[config.mk]
export PLATFORM = sky130hd
export DESIGN_NAME = serial_word_feeder
export DESIGN_NICKNAME = d
export VERILOG_FILES = /design/src/rtl/serial_word_feeder.sv
export SDC_FILE = /design/constraint.sdc
export NUM_CORES = 1
export LEC_CHECK = 0
export CAP_MARGIN = 20
export CORE_MARGIN = 2
export CORE_UTILIZATION = 51
export DETAILED_ROUTE_END_ITERATION = 16
export PLACE_DENSITY = 0.8
export SKIP_CTS_REPAIR_TIMING = 1
export SYNTH_ARGS = -nofsm -noshare
export SYNTH_HDL_FRONTEND = slang
export SYNTH_SLANG_ARGS = --single-unit
[constraint.sdc]
create_clock -name clk -period 2.65 [get_ports clk]
set_input_delay 0.53 -clock clk [delete_from_list [all_inputs] [get_ports clk]]
set_output_delay 0.53 -clock clk [all_outputs]
set_load 0.01 [all_outputs]
[src/rtl/serial_word_feeder.sv]
// Serializes parallel words onto a 1-bit stream, with an optional even-parity bit at the end of each frame.
// Latency: the first frame bit appears on out_bit one cycle after the accept edge; a frame lasts WIDTH+APPEND_PARITY cycles.
// Backpressure: in_ready is high only in IDLE or on the last bit of a frame, so back-to-back words stream with no gap.
module serial_word_feeder #(
    parameter int WIDTH         = 8,
    parameter bit LSB_FIRST     = 1'b1,
    parameter bit APPEND_PARITY = 1'b1
) (
    input  logic             clk,
    input  logic             rst,
    input  logic [WIDTH-1:0] in_data,
    input  logic             in_valid,
    output logic             in_ready,
    output logic             out_bit,
    output logic             out_active,
    output logic             frame_end
);

    localparam int CW = (WIDTH > 1) ? $clog2(WIDTH) : 1;
    localparam logic [CW-1:0] LAST = CW'(WIDTH - 1);

    typedef enum logic [1:0] {
        IDLE = 2'd0,
        DATA = 2'd1,
        PAR  = 2'd2
    } state_t;

    state_t           state, state_n;
    logic [WIDTH-1:0] sh, sh_n;
    logic [CW-1:0]    cnt, cnt_n, cnt_inc;
    logic             par, par_n;
    logic             bit_n, act_n, end_n;
    logic             accept;

    // Bit that leaves the word first in the chosen shift direction.
    function automatic logic head(input logic [WIDTH-1:0] w);
        return LSB_FIRST ? w[0] : w[WIDTH-1];
    endfunction

    // Word with its head bit removed; the vacated end fills with zero.
    function automatic logic [WIDTH-1:0] advance(input logic [WIDTH-1:0] w);
        return LSB_FIRST ? {1'b0, w[WIDTH-1:1]} : {w[WIDTH-2:0], 1'b0};
    endfunction

    // frame_end marks the last bit being presented, which is exactly when a new word may start.
    assign in_ready = rst & ((state == IDLE) | frame_end);
    assign accept   = in_valid & in_ready;
    assign cnt_inc  = cnt + CW'(1);

    // Next-state and next-output selection; outputs default to the idle pattern.
    always_comb begin
        state_n = state;
        sh_n    = sh;
        cnt_n   = cnt;
        par_n   = par;
        bit_n   = 1'b0;
        act_n   = 1'b0;
        end_n   = 1'b0;
        if (accept) begin
            // The head bit goes straight into the output register; sh keeps the rest.
            bit_n   = head(in_data);
            sh_n    = advance(in_data);
            cnt_n   = '0;
            par_n   = head(in_data);
            act_n   = 1'b1;
            state_n = DATA;
        end else begin
            unique case (state)
                IDLE: begin
                    state_n = IDLE;
                end
                DATA: begin
                    if (cnt != LAST) begin
                        bit_n = head(sh);
                        sh_n  = advance(sh);
                        par_n = par ^ head(sh);
                        cnt_n = cnt_inc;
                        act_n = 1'b1;
                        end_n = (cnt_inc == LAST) && !APPEND_PARITY;
                    end else if (APPEND_PARITY) begin
                        // par already covers all WIDTH data bits here.
                        bit_n   = par;
                        act_n   = 1'b1;
                        end_n   = 1'b1;
                        state_n = PAR;
                    end else begin
                        state_n = IDLE;
                        sh_n    = '0;
                        cnt_n   = '0;
                        par_n   = 1'b0;
                    end
                end
                PAR: begin
                    state_n = IDLE;
                    sh_n    = '0;
                    cnt_n   = '0;
                    par_n   = 1'b0;
                end
                default: begin
                    state_n = IDLE;
                    sh_n    = '0;
                    cnt_n   = '0;
                    par_n   = 1'b0;
                end
            endcase
        end
    end

    // State and registered outputs; reset abandons any frame in flight.
    always_ff @(posedge clk) begin
        if (!rst) begin
            state      <= IDLE;
            sh         <= '0;
            cnt        <= '0;
            par        <= 1'b0;
            out_bit    <= 1'b0;
            out_active <= 1'b0;
            frame_end  <= 1'b0;
        end else begin
            state      <= state_n;
            sh         <= sh_n;
            cnt        <= cnt_n;
            par        <= par_n;
            out_bit    <= bit_n;
            out_active <= act_n;
            frame_end  <= end_n;
        end
    end

endmodule

==> results.sh, run 1 <==
export IMPL_outcome="complete, no violations"
export IMPL_min_path_cells=2
export IMPL_internal_power_uw=356
export IMPL_core_mm2=0.00128
export IMPL_powerDensity_mw_per_mm2=541
export IMPL_numCtsBuffers=3
export IMPL_cts_tree="done"
export IMPL_tightest_slew_ns=0.450
export IMPL_min_from="cnt[1]"
export IMPL_hold_viol=0
export IMPL_layout_setup_ws_ns=0.383
export IMPL_clkLatencyLatePin_ns=0.28
export IMPL_cts_num_sinks=16
export IMPL_initial_utilization_pct=54.3
export IMPL_power_switching_uw=116
export IMPL_crit_fanout=5
export IMPL_wl_per_cell_um=12.9
export IMPL_clkPwrFrac_pct=26.5
export IMPL_antenna_found_initial=0
export IMPL_relSlewSlack_pct=69.9
export IMPL_row_count=13
export IMPL_placed_area_um2=850
export IMPL_layout_min_cycle_time_ns=2.27
export IMPL_via_count=538
export IMPL_grt_max_degree=13
export IMPL_hold_slack_ns=0.520
export IMPL_yosysSeqAreaShare_pct=45.9
export IMPL_finalMaxSlewViolations=0
export IMPL_combPwrFrac_pct=17.7
export IMPL_cts_htree_levels=1
export IMPL_die_w_um=41
export IMPL_rrSetupSlack_ns=0.66
export IMPL_grt_pass1_vias=484
export IMPL_clock_path_buffers=2
export IMPL_final_core_util_pct=67.9
export IMPL_power_leakage_nw=0.335
export IMPL_die_h_um=41
export IMPL_wl_mm=1.34
export IMPL_vdd_drop_max_v=0.000388
export IMPL_cp_data_arrival_time_ns=1.74
export IMPL_path_clk_slew_ns=0.09
export IMPL_ys_types=23
export IMPL_worstSetupStartpointType="input port"
export IMPL_synth_top_area_share_pct=45.9
export IMPL_grt_setup_unrepaired="false"
export IMPL_rr_worst_depth=7
export IMPL_root_buffer="clkbuf_4"
export IMPL_synth_flop_cell="dfxtp_1"
export IMPL_postRouteAntennaNets=0
export IMPL_finalSetupViolCount=0
export IMPL_dp_hpwl_mm=1.01
export IMPL_clock_fmax_mhz=441
export IMPL_drive_above_1_share_pct=13.5
export IMPL_synthCells=73
export IMPL_hp_class="reg2reg"
export IMPL_grt_pass1_wl_mm=2.00
export IMPL_synthArstFlopShare_pct=0
export IMPL_overflow=0
export IMPL_post_place_ws_ns=0.375
export IMPL_synthTopCellsByCount="dfxtp_1 (16), nand2_1 (10), mux2i_1 (9)"
export IMPL_synth_most_common_cell="dfxtp_1"
export IMPL_io_buffers=14
export IMPL_r2r_end="sh[1]"
export IMPL_drt_pass1_iterations=4
export IMPL_vias_per_cell=5.17
export IMPL_synth_seq_cells=16
export IMPL_fin_tns_setup_ns=0
export IMPL_track_usage_pct=19.2
export IMPL_power_share_switching_pct=24.6
export IMPL_synth_edf_count=0
export IMPL_num_io_pins=15
export IMPL_avgSynthCellArea_um2=9.56
export IMPL_synth_area_leader_cell="dfxtp_1"
export IMPL_pwr_share_seq_pct=55.8
export IMPL_synthesis_nets=86
export IMPL_r2r_start="cnt[0]"
export IMPL_first_iter_violations=7
export IMPL_gp_congestion=0.654
export IMPL_nets=104
export IMPL_syn_area_um2=698
export IMPL_cap_viol_max_count=0
export IMPL_dieArea_mm2=0.00168
export IMPL_holdPathEnd="cnt[1]"
export IMPL_synth_area_top_cells="dfxtp_1 (46%), mux2i_1 (13%), nand2_1 (5.4%)"
export IMPL_skew_ns=0.00191
export IMPL_crit_required_ns=2.12
export IMPL_end_kind="output port"
export IMPL_period_share_pct=85.5
export IMPL_critPathKind="in2out"
export IMPL_drc=0
export IMPL_final_area_um2=872
export IMPL_diodes=0
export IMPL_area_growth_syn_to_layout_pct=24.9
export IMPL_yosysWarnings=0
-- layer usage --
layer | routed length, um | global-route usage, % | vias to the layer above
met4 | 11 | 12.5 | 0
met1 | 618 | 23.0 | 243
met3 | 44 | 3.26 | 2
met5 | 0 | 0 | -
li1 | - | - | 281
met2 | 662 | 31.3 | 12
-- critical path: stages --
cell and delay [ns]:
clkdlybuf4s50_1 0.54, and2_1 0.14, clkdlybuf4s50_1 0.53
-- placed cells by master, fill, tap and decap left out --
| cell | count |
|---|---|
| buf_4 | 1 |
| nor2b_1 | 1 |
| nand2b_1 | 2 |
| o21ai_0 | 1 |
| o21bai_1 | 2 |
| and2_1 | 1 |
| o31ai_1 | 1 |
| xor2_1 | 1 |
| inv_1 | 1 |
| or4b_1 | 1 |
| or2_2 | 6 |
| nor2_1 | 6 |
| a21oi_1 | 6 |
| nand2_1 | 10 |
| mux2i_1 | 9 |
| dfxtp_1 | 16 |
| xnor2_1 | 1 |
| a2bb2oi_1 | 1 |
| nand3b_1 | 1 |
| clkdlybuf4s50_1 | 14 |
| and3_4 | 1 |
| a31o_2 | 1 |
| ha_1 | 2 |
| clkbuf_4 | 3 |
-- power groups by stage --
stage          sequential (mW)  clock, mW  combinational, mW
6_report                 0.263      0.125             0.0835
3_5_place_dp             0.269          0             0.0839
3_3_place_gp             0.268          0             0.0814
4_1_cts                  0.263      0.131             0.0841
5_1_grt                  0.265      0.139             0.0917
2_1_floorplan            0.268          0             0.0523
-- metrics by stage --
step                      cells  total power, mW
after floorplan              73            0.320
after global placement      101            0.349
after detailed placement    101            0.353
after CTS                   104            0.478
after global routing        104            0.495
final                       104            0.472
-- cells by family (layout without fill, tap and decap cells) --
group	count (synthesis)	in the layout	synth area share, %
multiplexers	9	9	12.9
XOR/XNOR	2	2	2.51
flip-flops	16	16	45.9
buffers and inverters	3	19	2.69
AND/OR/NAND/NOR	29	29	21.7
adder cells (fa/ha/maj)	2	2	3.58
AO/OA/AOI/OAI	12	12	10.8
-- layout make-up --
class / instances / area [um^2]
multi-input cells: 54 / 359
inverters: 1 / 3.75
clock buffers: 3 / 22.5
repair buffers: 15 / 148
fillers: 110 / 413
flip-flops and latches: 16 / 320
well taps: 15 / 18.8
-- worst max-delay path by stage --
stage / from / to / slack [ns]
floorplan: cnt[0] / sh[0] / 1.09
global placement: rst / in_ready / 0.41
detailed placement: rst / in_ready / 0.37
CTS: rst / in_ready / 0.37
global route: rst / in_ready / 0.34
finish: rst / in_ready / 0.38
-- state kept, by name, summed over array words and instances, names as in the netlist --
signal / flops
state: 2
par: 1
sh: 7
cnt: 3
out_bit: 1
frame_end: 1
out_active: 1
Power figures use the tool's default switching activity.
==> run 2, diff against run 1 <==
Settings changed: CORE_AREA set to 2 2 39 41, CORE_MARGIN 2 to not set, CORE_UTILIZATION 51 to not set, DIE_AREA set to 0 0 41 43, DONT_BUFFER_PORTS set to 1, GPL_ROUTABILITY_DRIVEN set to 0, HOLD_SLACK_MARGIN set to 0.12, PLACE_DENSITY 0.8 to 0.68.
==> results.sh, run 2 (same netlist as run 1, synthesis figures left out) <==
export IMPL_outcome="complete, no violations"
export IMPL_placed_area_um2=711
export IMPL_clock_fmax_mhz=601
export IMPL_dp_hpwl_um=767
export IMPL_worstSetupStartpointType="flop"
export IMPL_first_iter_violations=2
export IMPL_largest_register="sh"
export IMPL_min_path_cells=2
export IMPL_clkLatencyLatePin_ns=0.29
export IMPL_end_kind="flop"
export IMPL_grt_busiest_layer="met2"
export IMPL_powerDensity_mw_per_mm2=644
export IMPL_overflow=0
export IMPL_layout_setup_ws_ns=0.985
export IMPL_grt_pass1_vias=412
export IMPL_path_clk_slew_ns=0.10
export IMPL_nets=90
export IMPL_drt_pass1_iterations=2
export IMPL_final_common_cell="dfxtp_1"
export IMPL_rr_worst_depth=6
export IMPL_core_mm2=0.00138
export IMPL_drive_above_1_share_pct=17.1
export IMPL_skew_ns=0.00603
export IMPL_crit_required_ns=2.88
export IMPL_fin_cells=92
export IMPL_crit_chain="ha_1 > ha_1 > nor2b_1 > buf_4 > or4b_1 > a21oi_1"
export IMPL_reg_top3="sh (7), cnt (3), state (2)"
export IMPL_cp_num_cells=6
export IMPL_die_w_um=41
export IMPL_numCtsBuffers=3
export IMPL_grt_setup_unrepaired="false"
export IMPL_cts_htree_levels=1
export IMPL_use_met3_pct=3.14
export IMPL_dp_cells=88
export IMPL_clock_path_buffers=2
export IMPL_critPathMaxStageDelay_ns=0.47
export IMPL_root_buffer="clkbuf_4"
export IMPL_critPathKind="reg2reg"
export IMPL_final_area_um2=747
export IMPL_via_count=476
export IMPL_power_leakage_nw=0.289
export IMPL_io_buffers=0
export IMPL_antenna_found_initial=0
export IMPL_wl_per_cell_um=11.6
export IMPL_row_count=14
export IMPL_final_cell_mix="dfxtp_1 (16), nand2_1 (10), mux2i_1 (9)"
export IMPL_largest_reg_flops=7
export IMPL_post_place_ws_ns=0.994
export IMPL_grt_max_degree=13
export IMPL_crit_path_frequent_cell="ha_1"
export IMPL_cp_data_arrival_time_ns=1.89
export IMPL_hold_viol=0
export IMPL_num_io_pins=15
export IMPL_layout_min_cycle_time_ns=1.67
export IMPL_initial_utilization_pct=50.5
export IMPL_period_share_pct=62.8
export IMPL_grt_pass1_wl_mm=1.66
export IMPL_postRouteAntennaNets=0
export IMPL_grtUsageMet1_pct=17.5
export IMPL_cts_tree="done"
export IMPL_cts_num_sinks=16
export IMPL_wl_mm=1.06
export IMPL_dieArea_mm2=0.00176
export IMPL_finalSetupViolCount=0
export IMPL_crit_buf_inv=1
export IMPL_finalMaxSlewViolations=0
export IMPL_hp_class="in2reg"
export IMPL_grtUsageMet2_pct=20.9
export IMPL_cap_viol_max_count=0
export IMPL_fin_tns_setup_ns=0
export IMPL_die_h_um=43
export IMPL_crit_fanout=11
export IMPL_cp_top_family="simple AND/OR/NAND/NOR gates"
export IMPL_relSlewSlack_pct=84.0
export IMPL_vdd_drop_max_v=0.000334
export IMPL_vias_per_cell=5.17
export IMPL_drc=0
export IMPL_critical_path_slowest_cell="or4b_1"
export IMPL_track_usage_pct=15.2
export IMPL_diodes=0
export IMPL_area_growth_syn_to_layout_pct=6.99
export IMPL_hold_slack_ns=0.364
export IMPL_tightest_slew_ns=0.240
==> run 2: area by class of cell <==
type	count	area (um^2)
Clock buffer	4	36.3
Fill cell	139	637
Inverter	1	3.75
Multi-Input combinational cell	54	359
Sequential cell	16	320
Tap cell	16	20.0
Timing Repair Buffer	1	7.51
==> run 2: metal layers <==
layer | routed length (um) | share of wire (%) | up-vias
met4 | 15 | 1.4 | 0
met5 | 0 | 0 | -
met3 | 60 | 5.6 | 2
met1 | 499 | 47 | 204
li1 | - | - | 258
met2 | 488 | 46 | 12
==> run 2: final timing paths <==
| check | startpoint | end | slack (ns) |
|---|---|---|---|
| hold / removal | in_data[4] | sh[3] | 0.36 |
| setup reg to reg | cnt[0] | sh[6] | 0.98 |
| hold reg to reg | cnt[2] | cnt[2] | 0.53 |
| setup / recovery | cnt[0] | sh[6] | 0.98 |
==> run 2: stage by stage <==
stage	utilization, %	total power, mW
after floorplan	-	0.320
after global placement	51.4	0.327
after detailed placement	51.4	0.328
after CTS	54.0	0.490
after global routing	54.0	0.504
final	54.0	0.481
==> run 2: worst reg2reg max path, delay by kind of cell (launching register included) <==
family | cells | cell delay (ns)
AO/OA/AOI/OAI | 1 | 0.14
adder cells (fa/ha/maj) | 2 | 0.38
buffers and inverters | 1 | 0.19
flip-flops | 1 | 0.37
AND/OR/NAND/NOR | 2 | 0.54
==> run 2: where the power goes <==
| group | switching (mW) | leakage, nW | internal [mW] |
|---|---|---|---|
| sequential | 0.00973 | 0.131 | 0.255 |
| clock | 0.0765 | 0.0210 | 0.0836 |
| combinational | 0.0275 | 0.137 | 0.0292 |
| total | 0.114 | 0.289 | 0.368 |
==> run 3, diff against run 2 <==
Clock period 2.65 ns to 1.6 ns, I/O delays scaled along.
==> results.sh, run 3 (same netlist as run 1, synthesis figures left out) <==
export IMPL_outcome="complete, no violations"
export IMPL_final_cell_mix="dfxtp_1 (14), nand2_1 (10), mux2i_1 (9), or2_2 (6), nor2_1 (6)"
export IMPL_tightest_slew_ns=0.278
export IMPL_critPathKind="reg2reg"
export IMPL_crit_required_ns=1.77
export IMPL_numCtsBuffers=3
export IMPL_skew_ns=0.000508
export IMPL_die_h_um=43
export IMPL_root_buffer="clkbuf_4"
export IMPL_wl_mm=1.18
export IMPL_r2r_start="cnt[0]"
export IMPL_grt_pass1_vias=528
export IMPL_largest_register="sh"
export IMPL_nets=94
export IMPL_grt_busiest_layer="met2"
export IMPL_cts_num_sinks=16
export IMPL_reg_top3="sh (7), cnt (3), state (2)"
export IMPL_powerDensity_mw_per_mm2=1010
export IMPL_power_leakage_nw=0.308
export IMPL_crit_fanout=5
export IMPL_dp_hpwl_um=816
export IMPL_finalSetupViolCount=0
export IMPL_via_count=520
export IMPL_cap_viol_max_count=0
export IMPL_period_share_pct=95.3
export IMPL_grt_max_degree=12
export IMPL_final_common_cell="dfxtp_1"
export IMPL_pwr_share_seq_pct=53.7
export IMPL_clkLatencyLatePin_ns=0.28
export IMPL_power_switching_uw=193
export IMPL_io_buffers=0
export IMPL_row_count=14
export IMPL_die_w_um=41
export IMPL_vias_per_cell=5.42
export IMPL_grtUsageMet1_pct=22.2
export IMPL_antenna_found_initial=0
export IMPL_hold_viol=0
export IMPL_placed_area_um2=733
export IMPL_final_core_util_pct=58.7
export IMPL_first_iter_violations=8
export IMPL_min_path_cells=2
export IMPL_overflow=0
export IMPL_clock_path_buffers=2
export IMPL_area_growth_syn_to_layout_pct=16.3
export IMPL_diodes=0
export IMPL_wl_per_cell_um=12.2
export IMPL_use_met3_pct=3.14
export IMPL_dieArea_mm2=0.00176
export IMPL_power_share_switching_pct=23.7
export IMPL_drc=0
export IMPL_fin_tns_setup_ns=0
export IMPL_cts_tree="done"
export IMPL_final_area_um2=812
export IMPL_cp_data_arrival_time_ns=1.70
export IMPL_combPwrFrac_pct=14.1
export IMPL_rrSetupSlack_ns=0.07
export IMPL_layout_min_cycle_time_ns=1.53
export IMPL_clkPwrFrac_pct=32.2
export IMPL_grt_pass1_wl_mm=2.05
export IMPL_track_usage_pct=17.4
export IMPL_drive_above_1_share_pct=31.3
export IMPL_grtUsageMet2_pct=24.4
export IMPL_postRouteAntennaNets=0
export IMPL_hp_class="in2reg"
export IMPL_relSlewSlack_pct=81.5
export IMPL_post_place_ws_ns=0.0468
export IMPL_crit_path_end="sh[5]"
export IMPL_clock_fmax_mhz=656
export IMPL_path_clk_slew_ns=0.09
export IMPL_finalMaxSlewViolations=0
export IMPL_initial_utilization_pct=50.5
export IMPL_cts_htree_levels=1
export IMPL_internal_power_uw=623
export IMPL_r2r_end="sh[5]"
export IMPL_startpoint="cnt[0]"
export IMPL_layout_setup_ws_ns=0.0746
export IMPL_min_from="in_data[3]"
export IMPL_end_kind="flop"
export IMPL_vdd_drop_max_v=0.000619
export IMPL_drt_pass1_iterations=4
export IMPL_rr_worst_depth=7
export IMPL_worstSetupStartpointType="flop"
export IMPL_core_mm2=0.00138
export IMPL_num_io_pins=15
export IMPL_largest_reg_flops=7
export IMPL_fillers=128
run 3: through the flow:
stage | power, mW | cells | hold slack, ns
global route | 0.864 | 96 | 0.157
CTS | 0.815 | 95 | 0.149
floorplan | 0.530 | 73 | 0.442
global placement | 0.547 | 91 | 0.458
finish | 0.816 | 96 | 0.160
detailed placement | 0.550 | 91 | 0.459
run 3: worst min path at each step:
| stage | end | slack (ns) |
|---|---|---|
| 2_1_floorplan | out_bit | 0.44 |
| 3_3_place_gp | sh[3] | 0.46 |
| 3_5_place_dp | out_bit | 0.46 |
| 4_1_cts | sh[1] | 0.15 |
| 5_1_grt | out_bit | 0.16 |
| 6_report | sh[2] | 0.16 |
run 3: final cells by class:
type	count	area, um^2	area share (%)
inverter	1	3.75	0.462
multi-input combinational	54	388	47.8
sequential	16	323	39.8
tap	16	20.0	2.47
timing repair buffer	5	41.3	5.08
clock buffer	4	36.3	4.47
run 3: power by group through the flow:
stage	clock (mW)	sequential, mW	combinational, mW
2_1_floorplan	0	0.444	0.0866
3_3_place_gp	0	0.447	0.101
3_5_place_dp	0	0.447	0.103
4_1_cts	0.273	0.438	0.104
5_1_grt	0.293	0.442	0.129
6_report	0.263	0.438	0.115
run 3: worst max-delay path: stages, from the launching register on:
cell       delay [ns]
dfxtp_2          0.34
ha_2             0.19
ha_4             0.16
nor2b_2          0.13
buf_6            0.14
mux2i_1          0.22
a2bb2oi_1        0.18
nor2_1           0.06
run 3: metal layers:
layer | vias to the layer above | part of all wire, % | wire, um
met3 | 4 | 6.1 | 72
met2 | 18 | 44 | 515
met4 | 0 | 2.6 | 30
li1 | 264 | - | -
met1 | 234 | 47 | 556
met5 | - | 0 | 0
